## src/rtl/enm_path_ctrl.sv

```systemverilog
// enm_path_ctrl -- enemy path controller for N_ENM independent channels.
//
// Each channel spawns in turn (staggered by SPAWN_GAP ticks), then walks a
// three-leg path (vertical to cfg_y1, horizontal to cfg_x1, vertical to
// cfg_y2). Its HP band selects the leg. Phases only ever move forward.
// HP of zero kills the channel until the next rst/gamestart.
//
// Ports:
//   clk22       game tick clock
//   rst         synchronous active-high reset
//   gamestart   synchronous restart, same effect as rst
//   enmhp       HP per channel, channel i at [i*HPW +: HPW]
//   cfg_x0/y0   start position per channel (loaded on reset)
//   cfg_y1      phase-1 target y
//   cfg_x1      phase-2 target x
//   cfg_y2      phase-3 target y
//   alive       channel in P1/P2/P3
//   phase       2 bits per channel: 0 inactive, 1/2/3 path phase
//   enmx/enmy   current position per channel
//   kill_pulse  one-cycle pulse when a live channel dies
//   all_clear   every channel DEAD
module enm_path_ctrl #(
    parameter int N_ENM     = 4,
    parameter int HPW       = 7,
    parameter int CW        = 10,
    parameter int HP_HI     = 80,
    parameter int HP_LO     = 40,
    parameter int STEP_X    = 1,
    parameter int STEP_Y    = 2,
    parameter int SPAWN_GAP = 32
) (
    input  logic                  clk22,
    input  logic                  rst,
    input  logic                  gamestart,
    input  logic [N_ENM*HPW-1:0]  enmhp,
    input  logic [N_ENM*CW-1:0]   cfg_x0,
    input  logic [N_ENM*CW-1:0]   cfg_y0,
    input  logic [N_ENM*CW-1:0]   cfg_y1,
    input  logic [N_ENM*CW-1:0]   cfg_x1,
    input  logic [N_ENM*CW-1:0]   cfg_y2,
    output logic [N_ENM-1:0]      alive,
    output logic [2*N_ENM-1:0]    phase,
    output logic [N_ENM*CW-1:0]   enmx,
    output logic [N_ENM*CW-1:0]   enmy,
    output logic [N_ENM-1:0]      kill_pulse,
    output logic                  all_clear
);

    // Encoding order matters: the live next state is max(current, band),
    // and DEAD sits above every path phase so hp==0 always wins.
    typedef enum logic [2:0] {
        S_WAIT = 3'd0,
        S_P1   = 3'd1,
        S_P2   = 3'd2,
        S_P3   = 3'd3,
        S_DEAD = 3'd4
    } state_t;

    localparam int unsigned CNT_MAX = (N_ENM - 1) * SPAWN_GAP;
    localparam int          CNTW    = (CNT_MAX > 0) ? $clog2(CNT_MAX + 1) : 1;

    localparam logic [HPW-1:0] HP_HI_V  = HPW'(HP_HI);
    localparam logic [HPW-1:0] HP_LO_V  = HPW'(HP_LO);
    localparam logic [CW-1:0]  STEP_X_V = CW'(STEP_X);
    localparam logic [CW-1:0]  STEP_Y_V = CW'(STEP_Y);

    logic            w_restart;
    logic [CNTW-1:0] r_cnt;
    logic [N_ENM-1:0] w_dead;

    assign w_restart = rst | gamestart;

    // Spawn counter saturates once the last channel's threshold is reached.
    always_ff @(posedge clk22) begin
        if (w_restart)
            r_cnt <= '0;
        else if (32'(r_cnt) < CNT_MAX)
            r_cnt <= r_cnt + CNTW'(1);
    end

    // Move pos toward tgt by at most step. Magnitude is compared before any
    // subtraction, so the result never wraps and lands exactly on target.
    function automatic logic [CW-1:0] f_step(input logic [CW-1:0] pos,
                                             input logic [CW-1:0] tgt,
                                             input logic [CW-1:0] step);
        logic [CW-1:0] v;
        if (pos < tgt)
            v = ((tgt - pos) <= step) ? tgt : pos + step;
        else
            v = ((pos - tgt) <= step) ? tgt : pos - step;
        return v;
    endfunction

    for (genvar i = 0; i < N_ENM; i++) begin : g_ch
        localparam int unsigned SPAWN_TH = i * SPAWN_GAP;

        state_t          r_st, w_nst, w_band;
        logic [CW-1:0]   r_x, r_y, w_nx, w_ny;
        logic            r_kill;
        logic [HPW-1:0]  w_hp;
        logic            w_spawn, w_alive;
        logic [1:0]      w_phase;

        assign w_hp    = enmhp[i*HPW +: HPW];
        assign w_spawn = (32'(r_cnt) >= SPAWN_TH);

        always_comb begin
            if (w_hp > HP_HI_V)       w_band = S_P1;
            else if (w_hp > HP_LO_V)  w_band = S_P2;
            else if (w_hp != '0)      w_band = S_P3;
            else                      w_band = S_DEAD;
        end

        // Next-state logic
        always_comb begin
            w_nst = r_st;
            case (r_st)
                S_WAIT:  if (w_spawn) w_nst = w_band;
                S_DEAD:  w_nst = S_DEAD;
                default: w_nst = (w_band > r_st) ? w_band : r_st;
            endcase
        end

        // Movement follows the state being entered on this edge.
        always_comb begin
            w_nx = r_x;
            w_ny = r_y;
            case (w_nst)
                S_P1:    w_ny = f_step(r_y, cfg_y1[i*CW +: CW], STEP_Y_V);
                S_P2:    w_nx = f_step(r_x, cfg_x1[i*CW +: CW], STEP_X_V);
                S_P3:    w_ny = f_step(r_y, cfg_y2[i*CW +: CW], STEP_Y_V);
                S_DEAD: begin
                    w_nx = '0;
                    w_ny = '0;
                end
                default: ;
            endcase
        end

        // State register
        always_ff @(posedge clk22) begin
            if (w_restart) begin
                r_st   <= S_WAIT;
                r_x    <= cfg_x0[i*CW +: CW];
                r_y    <= cfg_y0[i*CW +: CW];
                r_kill <= 1'b0;
            end else begin
                r_st   <= w_nst;
                r_x    <= w_nx;
                r_y    <= w_ny;
                // Only a live channel dying pulses; WAIT->DEAD is silent.
                r_kill <= (r_st inside {S_P1, S_P2, S_P3}) && (w_nst == S_DEAD);
            end
        end

        // Outputs
        always_comb begin
            w_alive = r_st inside {S_P1, S_P2, S_P3};
            w_phase = w_alive ? r_st[1:0] : 2'd0;
        end

        assign alive[i]             = w_alive;
        assign phase[2*i +: 2]      = w_phase;
        assign enmx[i*CW +: CW]     = r_x;
        assign enmy[i*CW +: CW]     = r_y;
        assign kill_pulse[i]        = r_kill;
        assign w_dead[i]            = (r_st == S_DEAD);
    end

    assign all_clear = &w_dead;

endmodule

```

## config.mk

```make
export PLATFORM = sky130hd
export DESIGN_NAME = enm_path_ctrl
export DESIGN_NICKNAME = d
export VERILOG_FILES = /design/src/rtl/enm_path_ctrl.sv
export SDC_FILE = /design/constraint.sdc
export NUM_CORES = 1
export LEC_CHECK = 0
export CAP_MARGIN = 5
export CORE_ASPECT_RATIO = 0.9
export CORE_MARGIN = 2
export CORE_UTILIZATION = 45
export DETAILED_ROUTE_END_ITERATION = 16
export PLACE_DENSITY = 0.69
export SLEW_MARGIN = 20
export SYNTH_ARGS = -nofsm -noshare
export SYNTH_HDL_FRONTEND = slang
export SYNTH_SLANG_ARGS = --single-unit
```

## constraint.sdc

```tcl
create_clock -name clk22 -period 4.9 [get_ports clk22]
set_clock_uncertainty 0.15 [all_clocks]
set_input_delay 1.47 -clock clk22 [delete_from_list [all_inputs] [get_ports clk22]]
set_output_delay 1.47 -clock clk22 [all_outputs]
set_load 0.05 [all_outputs]
```

==> run metrics <==
status=finished, final reports clean; pre-CTS WS=-698.2 ps; Post-synth EDFFs=80; DR vias/cell=~6.0; placed cell areas=30290 µm²; cell area after layout=between 30000 and 40000 µm²; MaxCap Viol Count=0; mux contribution to synthesized area=0.03132; Die Ht=216.1 µm; total track usage=0.3220; reg-to-reg critical path endpoint=g_ch[1].r_y[8]$_DFFE_PP_; FILL cells=4371; fin crit share=0.9830; core area=49230 µm²; Simple-Gate Fraction of Synth Area=0.2300; peak supply drop=between 150 and 200 µV; CP Max Fanout=8; cell count after synthesis=3037; clk root buf=clkbuf_16; most frequent cells in the layout=buf_4, clkdlybuf4s50_1, inv_1; sequential share of the synthesized area=0.1273; CTS max path bufs=2; Slew @ Worst Pin=1006 ps; I/O Buffers=about 330; post-synth net total=between 3000 and 4000; synth warn=0; normalized max-slew margin=0.3196; Worst EP required=4910 ps; Final ANT Viol Nets=0; Setup WS post-layout=83.09 ps; Design Power=~0.0072 W; Hold Path Origin=r_cnt[1]$_SDFFE_PP0N_; Area Growth Syn to Fin=39.25%; Setup Crit Path Kind=input port to flip-flop; r2r startpoint=g_ch[1].r_y[0]$_DFFE_PP_; endpoints failing setup=0; routability cong.=slightly above 1; DR vias=26770; PwrDens=230.5 nW/µm²; commonest non-fill, non-tap cell in the layout=buf_4; Hold Buf Count CTS=0; Synth Cell Area=22490 µm²; Hold Path End=r_cnt[1]$_SDFFE_PP0N_; die outline width=between 200 and 250 µm; H-tree depth=3; area fraction in compound gates after synthesis=0.2913; Final Util=0.6362; Post-Synth Adder-Cell Area=0.1641; #FFs+latches synth=103; Initial Utilization=0.4569; CTS buffer count=9; initial antenna violation count=5; min cycle time layout=4817 ps; Slew Viols, Final=0; Hold Fails Final Rpt=0; grt ovf=0; XOR/XNOR share of the synthesized area=0.07632; Hold Crit Depth=2; Routed WL=86.37 mm; Skew-Pair Late Insertion Delay=410 ps; smallest hold slack=392.8 ps; Distinct cells, synth=approximately 100; WP data arrival=4820 ps; die area=51790 µm²; routed len/inst=19.25 µm; row count=77; Register Area=2863 µm²; clock-pin slew on the worst setup and hold paths=80 ps; crit path launch type=input port; syn avg cell area=7.406 µm²; Leakage=13.83 nW; worst min path class=flip-flop to flip-flop; Final HPWL DP=70.28 mm; ratio of cells with drive above 1 in the final layout=0.1970; Main synth FF type=edfxtp_1; First DRT Iteration DRCs=around 2400; Multi-input gate area=18370 µm²; DRC viols=0; drt pass-1 iters=9; vias in the first global route=25910; main combinational cell family by area after synthesis=compound AO/OA/AOI/OAI gates; worst reg2reg path depth=11; CTS tree=done; first-pass GRT wire length=around 140 mm; asr flop ratio synth=0; worst reg2reg setup slack=between 600 and 700 ps; largest net degree at the start of global routing=52; final net count=between 4000 and 5000; fmax=207.6 MHz; critical path endpoint category=flip-flop; Ports=328; CTS sink cnt=103
==> timing repair <==
item                                    in CTS  in global routing
cloned                                       0                  0
resized for setup                           49                104
pin swaps                                   38                 34
endpoints found under the setup margin      77                 95
buffers inserted                             8                 18
==> sequential cells by signal, indices dropped and copies added, names as in the netlist <==
| name | cells |
|---|---|
| g_ch.r_kill | 4 |
| g_ch.r_y | 40 |
| g_ch.r_x | 40 |
| r_cnt | 7 |
| g_ch.r_st | 12 |
==> synthesized netlist by cell type, types with 11 or more instances <==
cell type / number / area [µm²]
a21boi_0: 13 / 97.59
nand3_1: 98 / 490.5
o311ai_0: 11 / 96.34
dfxtp_1: 23 / 460.4
a221oi_1: 13 / 113.9
nand2_1: 208 / 780.8
a21o_1: 51 / 382.9
and3_1: 27 / 168.9
nor3b_1: 20 / 150.1
buf_2: 17 / 85.08
nand3b_1: 15 / 112.6
ha_1: 255 / 3191
nor4_1: 29 / 181.4
a2111oi_0: 18 / 157.7
a221o_1: 13 / 130.1
o31ai_1: 29 / 217.7
clkbuf_1: 109 / 409.1
o22ai_1: 34 / 212.7
or4_1: 12 / 90.09
o211ai_1: 60 / 450.4
a211o_1: 22 / 192.7
o2111ai_1: 22 / 192.7
a21oi_1: 162 / 810.8
or2_2: 16 / 100.1
o221ai_1: 27 / 236.5
nor2_1: 241 / 904.6
a31oi_1: 38 / 237.7
a211oi_1: 41 / 307.8
o21ai_0: 139 / 695.7
nand2b_1: 50 / 312.8
and2_1: 22 / 137.6
xnor2_1: 150 / 1314
a22oi_1: 23 / 172.7
inv_1: 305 / 1145
o21a_1: 45 / 337.8
fa_1: 24 / 480.5
mux2_2: 11 / 123.9
nor3_1: 123 / 615.6
xor2_1: 46 / 402.9
mux2i_1: 58 / 580.6
nor2b_1: 57 / 356.6
o31a_1: 14 / 122.6
nand4_1: 38 / 237.7
or3_1: 18 / 112.6
edfxtp_1: 80 / 2402
==> where the power goes <==
group / leakage (nW) / switching, W / internal [W]
Combinational: 12.6 / 0.00277 / 0.00232
Clock: 0.165 / 0.000422 / 0.000441
Sequential: 1.01 / 0.000213 / 0.00105
==> worst max-delay path by stage <==
stage | from | endpoint | slack [ps] | depth (start not counted)
after floorplan | enmhp[22] | g_ch[3].r_y[2]$_DFFE_PP_ | 2 | 14
after global placement | enmhp[22] | g_ch[3].r_y[1]$_DFFE_PP_ | -580 | 15
after detailed placement | enmhp[17] | g_ch[2].r_y[8]$_DFFE_PP_ | -700 | 16
after CTS | enmhp[16] | g_ch[2].r_y[8]$_DFFE_PP_ | -30 | 15
after global routing | cfg_x1[30] | g_ch[3].r_x[9]$_DFFE_PP_ | -50 | 13
final | enmhp[10] | g_ch[1].r_x[1]$_DFFE_PP_ | 80 | 15
==> cells by family (layout without fill, tap and decap cells) <==
group / after synthesis / in the layout
DFF: 103 / 103
AOI/OAI and AO/OA: 917 / 917
xor gates and xnor gates: 196 / 196
buffers and inverters: 454 / 1229
and+or+nand+nor: 1017 / 1017
other: 0 / 4
adders and majority gates: 281 / 281
muxes: 69 / 69
==> layout make-up <==
class,instances,area share
diodes,4,0.0003196
clock buffers,12,0.009588
clock inverters,4,0.0008389
inverters,307,0.03679
multi-input cells,2480,0.5865
flip-flops and latches,103,0.09140
well taps,671,0.02681
repair buffers,906,0.2477
==> stage by stage <==
step,TNS (ps),instances
floorplan,0,3037
global placement,-43540,4443
detailed placement,-61580,4443
CTS,-29.88,4467
global route,-280.0,4486
finish,0,4487
==> worst max-delay path: stages <==
cell,delay (ps)
dlygate4sd2_1,240
or4_4,460
a21o_1,190
a21o_1,190
inv_2,80
ha_4,130
o211ai_1,100
or3_1,400
nor4_2,180
nor3_2,90
or4_4,540
and2_4,230
o2111ai_2,80
o311ai_1,130
a311o_1,320
==> layer usage <==
metal,track usage,up-vias,wire length (µm)
met5,0,-,13
met4,0.1081,2,3090
met3,0.03668,198,6170
met2,0.5276,1218,39210
met1,0.4386,12650,37890
li1,-,12700,-
Power figures use the tool's default switching activity.
